File: src/rtl/rv32_pkg.sv
// Shared integer-core constants: register file geometry and writeback source ids.
package rv32_pkg;
  localparam int XLEN       = 32;
  localparam int NREG       = 32;
  localparam int REG_AW     = 5;
  localparam int WB_SRC_ALU = 0;
  localparam int WB_SRC_LSU = 1;
endpackage

File: src/rtl/regfile_wb_scoreboard_rr_arb2.sv
// Two-requester round-robin arbiter; pointer names the side that wins a tie.
module rr_arb2 (
  input  logic       clk,
  input  logic       rst,
  input  logic [1:0] req,
  output logic [1:0] gnt
);
  logic ptr;

  always_comb begin
    gnt = req;
    if (req == 2'b11) gnt = ptr ? 2'b10 : 2'b01;
  end

  // After a grant, priority moves to the side that lost.
  always_ff @(posedge clk) begin
    if (rst)         ptr <= 1'b0;
    else if (gnt[0]) ptr <= 1'b1;
    else if (gnt[1]) ptr <= 1'b0;
  end
endmodule

File: src/rtl/regfile_wb_scoreboard.sv
// Register-file write port owner: arbitrates ALU/LSU writebacks, tracks busy regs, stalls issue on hazards.
module regfile_wb_scoreboard #(
  parameter int XLEN = rv32_pkg::XLEN,
  parameter int NREG = rv32_pkg::NREG,
  parameter int AW   = rv32_pkg::REG_AW
) (
  input  logic            clk,
  input  logic            rst,
  input  logic            issue_valid,
  input  logic            issue_rs1_e,
  input  logic [AW-1:0]   issue_rs1,
  input  logic            issue_rs2_e,
  input  logic [AW-1:0]   issue_rs2,
  input  logic            issue_rd_e,
  input  logic [AW-1:0]   issue_rd,
  output logic            issue_ready,
  input  logic            wb0_valid,
  input  logic [AW-1:0]   wb0_rd,
  input  logic [XLEN-1:0] wb0_data,
  output logic            wb0_ready,
  input  logic            wb1_valid,
  input  logic [AW-1:0]   wb1_rd,
  input  logic [XLEN-1:0] wb1_data,
  output logic            wb1_ready,
  output logic            rd_e,
  output logic [AW-1:0]   rd,
  output logic [XLEN-1:0] rd_v,
  output logic [NREG-1:0] busy_vec,
  output logic            wb_err
);
  import rv32_pkg::*;

  logic [1:0]      req, gnt;
  logic            grant, wr_go, issue_fire;
  logic [AW-1:0]   g_rd;
  logic [XLEN-1:0] g_data;
  logic [NREG-1:0] busy_q, busy_nxt;

  assign req[WB_SRC_ALU] = wb0_valid;
  assign req[WB_SRC_LSU] = wb1_valid;

  rr_arb2 u_arb (
    .clk (clk),
    .rst (rst),
    .req (req),
    .gnt (gnt)
  );

  assign wb0_ready = gnt[WB_SRC_ALU];
  assign wb1_ready = gnt[WB_SRC_LSU];

  always_comb begin
    grant  = |gnt;
    g_rd   = gnt[WB_SRC_LSU] ? wb1_rd   : wb0_rd;
    g_data = gnt[WB_SRC_LSU] ? wb1_data : wb0_data;
  end

  // A grant to x0 is consumed without producing a register-file write.
  assign wr_go = grant && (g_rd != '0);

  assign issue_ready = !(issue_rs1_e && busy_q[issue_rs1]) &&
                       !(issue_rs2_e && busy_q[issue_rs2]) &&
                       !(issue_rd_e  && busy_q[issue_rd]);
  assign issue_fire  = issue_valid && issue_ready;

  // Clear before set so a coinciding set for the same index wins.
  always_comb begin
    busy_nxt = busy_q;
    if (rd_e) busy_nxt[rd] = 1'b0;
    if (issue_fire && issue_rd_e && (issue_rd != '0)) busy_nxt[issue_rd] = 1'b1;
    busy_nxt[0] = 1'b0;
  end

  always_ff @(posedge clk) begin
    if (rst) begin
      busy_q <= '0;
      rd_e   <= 1'b0;
      rd     <= '0;
      rd_v   <= '0;
      wb_err <= 1'b0;
    end else begin
      busy_q <= busy_nxt;
      rd_e   <= wr_go;
      if (wr_go) begin
        rd   <= g_rd;
        rd_v <= g_data;
      end
      if (wr_go && !busy_q[g_rd]) wb_err <= 1'b1;
    end
  end

  assign busy_vec = busy_q;
endmodule

File: config.mk
export PLATFORM = sky130hd
export DESIGN_NAME = regfile_wb_scoreboard
export DESIGN_NICKNAME = d
export VERILOG_FILES = /design/src/rtl/rv32_pkg.sv /design/src/rtl/regfile_wb_scoreboard_rr_arb2.sv /design/src/rtl/regfile_wb_scoreboard.sv
export SDC_FILE = /design/constraint.sdc
export NUM_CORES = 1
export LEC_CHECK = 0
export BUFFER_PORTS_ARGS = -buffer_cell sky130_fd_sc_hd__buf_2
export CORE_UTILIZATION = 54
export CTS_CLUSTER_SIZE = 14
export DETAILED_ROUTE_END_ITERATION = 6
export GPL_ROUTABILITY_DRIVEN = 0
export GPL_TIMING_DRIVEN = 0
export PLACE_DENSITY = 0.91
export SETUP_SLACK_MARGIN = 0.15
export SLEW_MARGIN = 20
export SYNTH_ARGS = -nofsm -noshare
export SYNTH_HDL_FRONTEND = slang
export SYNTH_HIERARCHICAL = 1
export SYNTH_SLANG_ARGS = --single-unit
File: constraint.sdc
create_clock -name clk -period 5.4 [get_ports clk]
set_input_delay 0.54 -clock clk [delete_from_list [all_inputs] [get_ports clk]]
set_output_delay 0.54 -clock clk [all_outputs]
set_load 0.05 [all_outputs]
# Word-level counts from Yosys, hierarchy flattened
# Cells that the tools add are included.
# W data, S select, Z words.
[classes]
addsub = 0
mul = 0
div_mod_pow = 0
n_lt_le_gt_ge = 7
n_eq_ne = 1
shifts = 0
n_mux = 20
n_bitwise = 3
reduce_logical = 20
[ops]
columns = ["cell", "n"]
rows = [
  ["$mux W32", 3],
  ["$and A32 B32 Y32", 1],
  ["$not A32 Y32", 1],
  ["$or A32 B32 Y32", 1],
  ["$lt A5 B6 Y1 const B", 5],
  ["$bmux W1 S5", 4],
  ["$logic_and A1 B1 Y1", 12],
  ["$demux W1 S5", 2],
  ["$ge A5 B1 Y1 const B", 2],
  ["$reduce_bool A5 Y1", 2],
  ["$mux W1", 8],
  ["$mux W5", 1],
  ["$logic_not A1 Y1", 4],
  ["$mux W2", 2],
  ["$eq A2 B2 Y1 const B", 1],
  ["$reduce_bool A2 Y1", 1],
  ["$reduce_or A2 Y1", 1],
]
[word_totals]
ff_bits = 72
latch_bits = 0
mem_bits_rw = 0
romBits = 0
out_inout_bits = 74
word_cells = 58
n_memories = 0

# Depth between registers and ports, before layout
[depth]
ltp_word = 10
depth_mapped = 10

# By module
# Netlist, hierarchy kept.
[by_module_without_submodules]
columns = ["mod", "n_inst", "cells_per_inst", "area_each_um2"]
rows = [
  ["regfile_wb_scoreboard", 1, 482, 4626.9],
  ["rr_arb2", 1, 6, 50.0],
]

# Least setup slack after synthesis
# No wires, ideal clock.
[synth_path]
path_type = "input-to-reg"
start = "in wb1_valid"
end = "reg wb_err"
arrival_time_ns = 3.861
required_ns = 5.326
path_slack_ns = 1.465
cell_stages = 8
n_path_buf = 2
path_cell_list = "a21boi_0 > buf_2 > mux2i_1 > buf_2 > mux4_2 > o211ai_1 > o2111ai_1 > a31oi_1"
[synth_via]
elab_chain_len = 7
[synth_lines]
columns = ["item", "line", "rtl"]
rows = [
  ["start, declared", "regfile_wb_scoreboard.sv:21", "input logic wb1_valid,"],
  ["$eq A2 B2 Y1", "regfile_wb_scoreboard_rr_arb2.sv:12", "if (req == 2'b11) gnt = ptr ? 2'b10 : 2'b01;"],
  ["$mux W2 (*)", "regfile_wb_scoreboard_rr_arb2.sv:12", ""],
  ["$mux W5", "regfile_wb_scoreboard.sv:54", "g_rd = gnt[WB_SRC_LSU] ? wb1_rd : wb0_rd;"],
  ["$bmux W1 S5", "regfile_wb_scoreboard.sv:88", "if (wr_go && !busy_q[g_rd]) wb_err <= 1'b1;"],
  ["$mux W1 (not written as such)", "regfile_wb_scoreboard.sv:88", ""],
  ["$logic_not A1 Y1", "regfile_wb_scoreboard.sv:88", ""],
  ["$logic_and A1 B1 Y1 (*)", "regfile_wb_scoreboard.sv:88", ""],
  ["end signal, assigned", "regfile_wb_scoreboard.sv:80", "wb_err <= 1'b0;"],
  ["end signal, assigned", "regfile_wb_scoreboard.sv:88", ""],
  ["end, declared", "regfile_wb_scoreboard.sv:29", "output logic wb_err"],
]
# Every way passes the cells marked *; elsewhere a longest branch is shown, timed or not. The select of a mux whose other input is x is not followed.
# A chain may end at the register's enable or synchronous reset.

# Worst setup path after layout
[layout_path]
start = "in issue_rd[1]"
end = "out issue_ready"
[layout_via]
elab_chain_len = 5
[layout_lines]
columns = ["item", "line", "rtl"]
rows = [
  ["start, declared", "regfile_wb_scoreboard.sv:15", "input logic [AW-1:0] issue_rd,"],
  ["$bmux W1 S5", "regfile_wb_scoreboard.sv:63", "!(issue_rd_e && busy_q[issue_rd]);"],
  ["$mux W1 (not written as such)", "regfile_wb_scoreboard.sv:63", ""],
  ["$logic_and A1 B1 Y1", "regfile_wb_scoreboard.sv:63", ""],
  ["$logic_not A1 Y1", "regfile_wb_scoreboard.sv:63", ""],
  ["$logic_and A1 B1 Y1", "regfile_wb_scoreboard.sv:62", "!(issue_rs2_e && busy_q[issue_rs2]) &&"],
  ["end, declared", "regfile_wb_scoreboard.sv:16", "output logic issue_ready,"],
]
# No other way between the ends. The select of a mux whose other input is x is not followed.

==> results.py <==
metrics = {
    "run_status": {
        "status": "complete, no violations",
    },
    "synth": {
        "synthAdderAreaFrac_pct": 0,
        "ys_seq_area_share_pct": 30.4,
        "synth_async_sr_flop_share_pct": 0,
        "synth_compound_area_share_pct": 19.4,
        "synth.distinct_cells": 47,
        "synth_area_mm2": 0.00468,
        "muxShareOfSynthArea_pct": 25.7,
        "syn_avg_cell_area_um2": 9.58,
        "synth-seq-cells": 71,
        "yosys.area_share.simple_pct": 19.2,
        "synth_warnings": 6,
        "synthCells": 488,
        "syn_nets": 585,
        "ys.flop_type": "dfxtp_1",
        "synth-edff-count": 0,
        "synth-xor-area-share_pct": 0,
        "synth_top_family_by_area": "multiplexers",
    },
    "cts": {
        "cts_setup_buffers": 0,
        "cts_root_buf": "clkbuf_8",
        "clock_sinks": 71,
        "clk_pin_slew_worst_paths_ps": 70,
        "insertion_delay_ps": 360,
        "htreeDepth": 3,
        "tritoncts": "built",
        "numCtsBuffers": 9,
        "cts_resized": 0,
        "cts_buffer_depth": 2,
        "ctsHoldBuffers": 0,
    },
    "critical_path": {
        "worstPathArrival_ps": 3010,
        "worst_path_max_delay_cell": "a311o_2",
        "crit_chain": "buf_2 -> buf_1 -> mux4_2 -> nand2_1 -> o311ai_0 -> and4b_2 -> a311o_2 -> buf_6 -> nor2_1 -> buf_2",
        "endpoint_kind": "primary output",
        "critPathLaunch": "issue_rd[1]",
        "rrSetupSlack_ps": 2070,
        "crit_fanout": 10,
        "rr_worst_depth": 9,
        "critPathRequiredTime_ps": 4860,
        "crit_top_cell": "buf_2",
        "cp-start-kind": "primary input",
        "worstReg2RegEnd": "wb_err",
        "worstSetupPathType": "primary input to primary output",
        "slowest_delay_ps": 460,
        "reg2reg_from": "u_arb/ptr",
    },
    "detailed_routing": {
        "first_pass_iters": 5,
        "wl_um": 15100,
        "wl_per_cell_um": 19.6,
        "avgViaCountPerCell": 6.46,
        "detail-route-antenna-nets": 0,
        "drt_iter0_drc": 595,
        "vias": 4984,
        "drc_errors": 0,
    },
    "floorplan": {
        "core_mm2": 0.00830,
        "die_x_um": 95.1,
        "start_util_pct": 56.4,
        "boundaryPins": 171,
        "fp.dieH_um": 95.1,
        "dieArea_mm2": 0.00904,
        "row_count": 33,
    },
    "global_routing": {
        "met1_usage_pct": 39.9,
        "antenna_found_initial": 0,
        "busiest_layer": "met2",
        "grtUsageMet2_pct": 56.3,
        "grt_pass1_wl_um": 23300,
        "grt.overflow.total": 0,
        "grt_usage_pct": 34.0,
        "grt_pass1_vias": 4821,
        "grt_use_met3_pct": 8.61,
        "grt_start_max_net_pins": 13,
    },
    "pwr": {
        "p_int_mw": 0.847,
        "ir_drop_mv": 0.157,
        "power_frac_seq_pct": 42.1,
        "power.leakage_nw": 2.51,
        "p_clk_share_pct": 28.0,
        "finalPower_mw": 1.37,
        "p_sw_mw": 0.522,
        "p_per_area_mw_per_mm2": 237,
        "p_comb_share_pct": 29.8,
        "switching_share_pct": 38.1,
    },
    "layout": {
        "design_area_mm2": 0.00578,
        "num_antenna_cells": 0,
        "syn_to_final_growth_pct": 23.7,
        "fin_nets": 758,
        "most-common-layout-cells": "172 x buf_2, 71 x dfxtp_1, 55 x nor2_1",
        "fillers": 602,
        "mostFrequentLayoutCell": "buf_2",
        "drive_above_1_share_pct": 38.6,
    },
    "worst_hold_path": {
        "hold_end": "u_arb/ptr",
        "hp-start": "wb1_valid",
        "min_path_type": "primary input to register",
        "worstHoldPathCells": 2,
    },
    "sta": {
        "rsz0062_at_grt": "false",
        "relSlewSlack_pct": 45.1,
        "max_freq_mhz": 282,
        "skew_ps": 15.3,
        "setup_violations": 0,
        "finalSetupTns_ps": 0,
        "final.min_clock_period_ps": 3550,
        "slew_violations": 0,
        "tightest_slew_ps": 821,
        "fin_crit_sh_pct": 65.7,
        "fin_hold_ws_ps": 394,
        "hold_viol": 0,
    },
    "placement": {
        "dp_hpwl_um": 11300,
        "placed_area_mm2": 0.00562,
        "io_buffers": 162,
    },
    "run": {
        "drv_cap": 0,
    },
}
logic make-up (layout without fill, tap and decap cells):
group                  count (synthesis)  after routing
AOI/OAI and AO/OA                    106            106
and+or+nand+nor                      176            176
other                                  1              1
muxes                                 84             84
buffers and inverters                 50            228
DFF                                   71             71
state kept, by name, summed over array words and instances, names as in the netlist:
| register | count |
|---|---|
| u_arb/ptr | 1 |
| busy_vec | 31 |
| wb_err | 1 |
| rd | 5 |
| rd_v | 32 |
| rd_e | 1 |
power by group through the flow:
| stage | registers (mW) | clock network [mW] | logic, mW |
|---|---|---|---|
| after floorplan | 0.695 | 0 | 0.176 |
| after global placement | 0.587 | 0 | 0.392 |
| after detailed placement | 0.588 | 0 | 0.403 |
| after CTS | 0.576 | 0.386 | 0.404 |
| after global routing | 0.581 | 0.408 | 0.429 |
| final | 0.577 | 0.384 | 0.408 |
area by class of cell:
class | count | area (um^2) | area share (%)
Timing Repair Buffer | 162 | 811 | 14.0
Tap cell | 105 | 131 | 2.27
Sequential cell | 71 | 1420 | 24.6
Buffer | 45 | 226 | 3.92
Clock buffer | 11 | 131 | 2.27
Multi-Input combinational cell | 367 | 3010 | 52.0
Clock inverter | 5 | 33.8 | 0.584
Inverter | 5 | 18.8 | 0.324
per-layer routing:
layer / wire, um / vias up / part of all wire, %
li1: - / 2187 / -
met1: 5290 / 2277 / 35
met2: 7310 / 410 / 48
met3: 1700 / 110 / 11
met4: 800 / 0 / 5.3
met5: 0 / - / 0
worst max-delay path, delay by kind of cell:
| family | cells | cell delay (ps) |
|---|---|---|
| muxes | 1 | 380 |
| and+or+nand+nor | 3 | 460 |
| AOI/OAI and AO/OA | 2 | 590 |
| buffers and inverters | 4 | 1030 |
cell usage after synthesis (2+ instances only):
library cell / instances / share of area [%]
nand3b_1: 20 / 3.2
nor2b_1: 21 / 2.8
buf_6: 5 / 1.2
buf_4: 2 / 0.32
a211oi_1: 36 / 5.8
a21oi_1: 4 / 0.43
inv_1: 5 / 0.40
a21boi_0: 2 / 0.32
or2_2: 3 / 0.40
mux2i_1: 52 / 11
mux4_1: 4 / 2.2
nand2b_1: 4 / 0.53
o22ai_1: 2 / 0.27
nor3_1: 4 / 0.43
and2_1: 2 / 0.27
a31oi_1: 2 / 0.27
nor2_1: 55 / 4.4
mux2_2: 4 / 0.96
nor3b_1: 4 / 0.64
buf_2: 10 / 1.1
dfxtp_1: 71 / 30
o31ai_1: 2 / 0.32
o21ai_0: 18 / 1.9
buf_1: 5 / 0.40
nand2_1: 24 / 1.9
nand3_1: 34 / 3.6
clkbuf_1: 23 / 1.8
mux4_2: 23 / 11
o31ai_2: 28 / 7.5
o211ai_1: 2 / 0.32
per-stage QoR:
stage,worst slack [ps],cells,util [%]
after floorplan,1460,488,-
after global placement,1950,755,67.7
after detailed placement,1860,755,67.7
after CTS,1900,771,69.7
after global routing,1740,771,69.7
final,1850,771,69.7
worst max-delay path by stage:
stage,endpoint
2_1_floorplan,wb_err
3_3_place_gp,wb_err
3_5_place_dp,wb_err
4_1_cts,issue_ready
5_1_grt,issue_ready
6_report,issue_ready
Power figures use the tool's default switching activity.
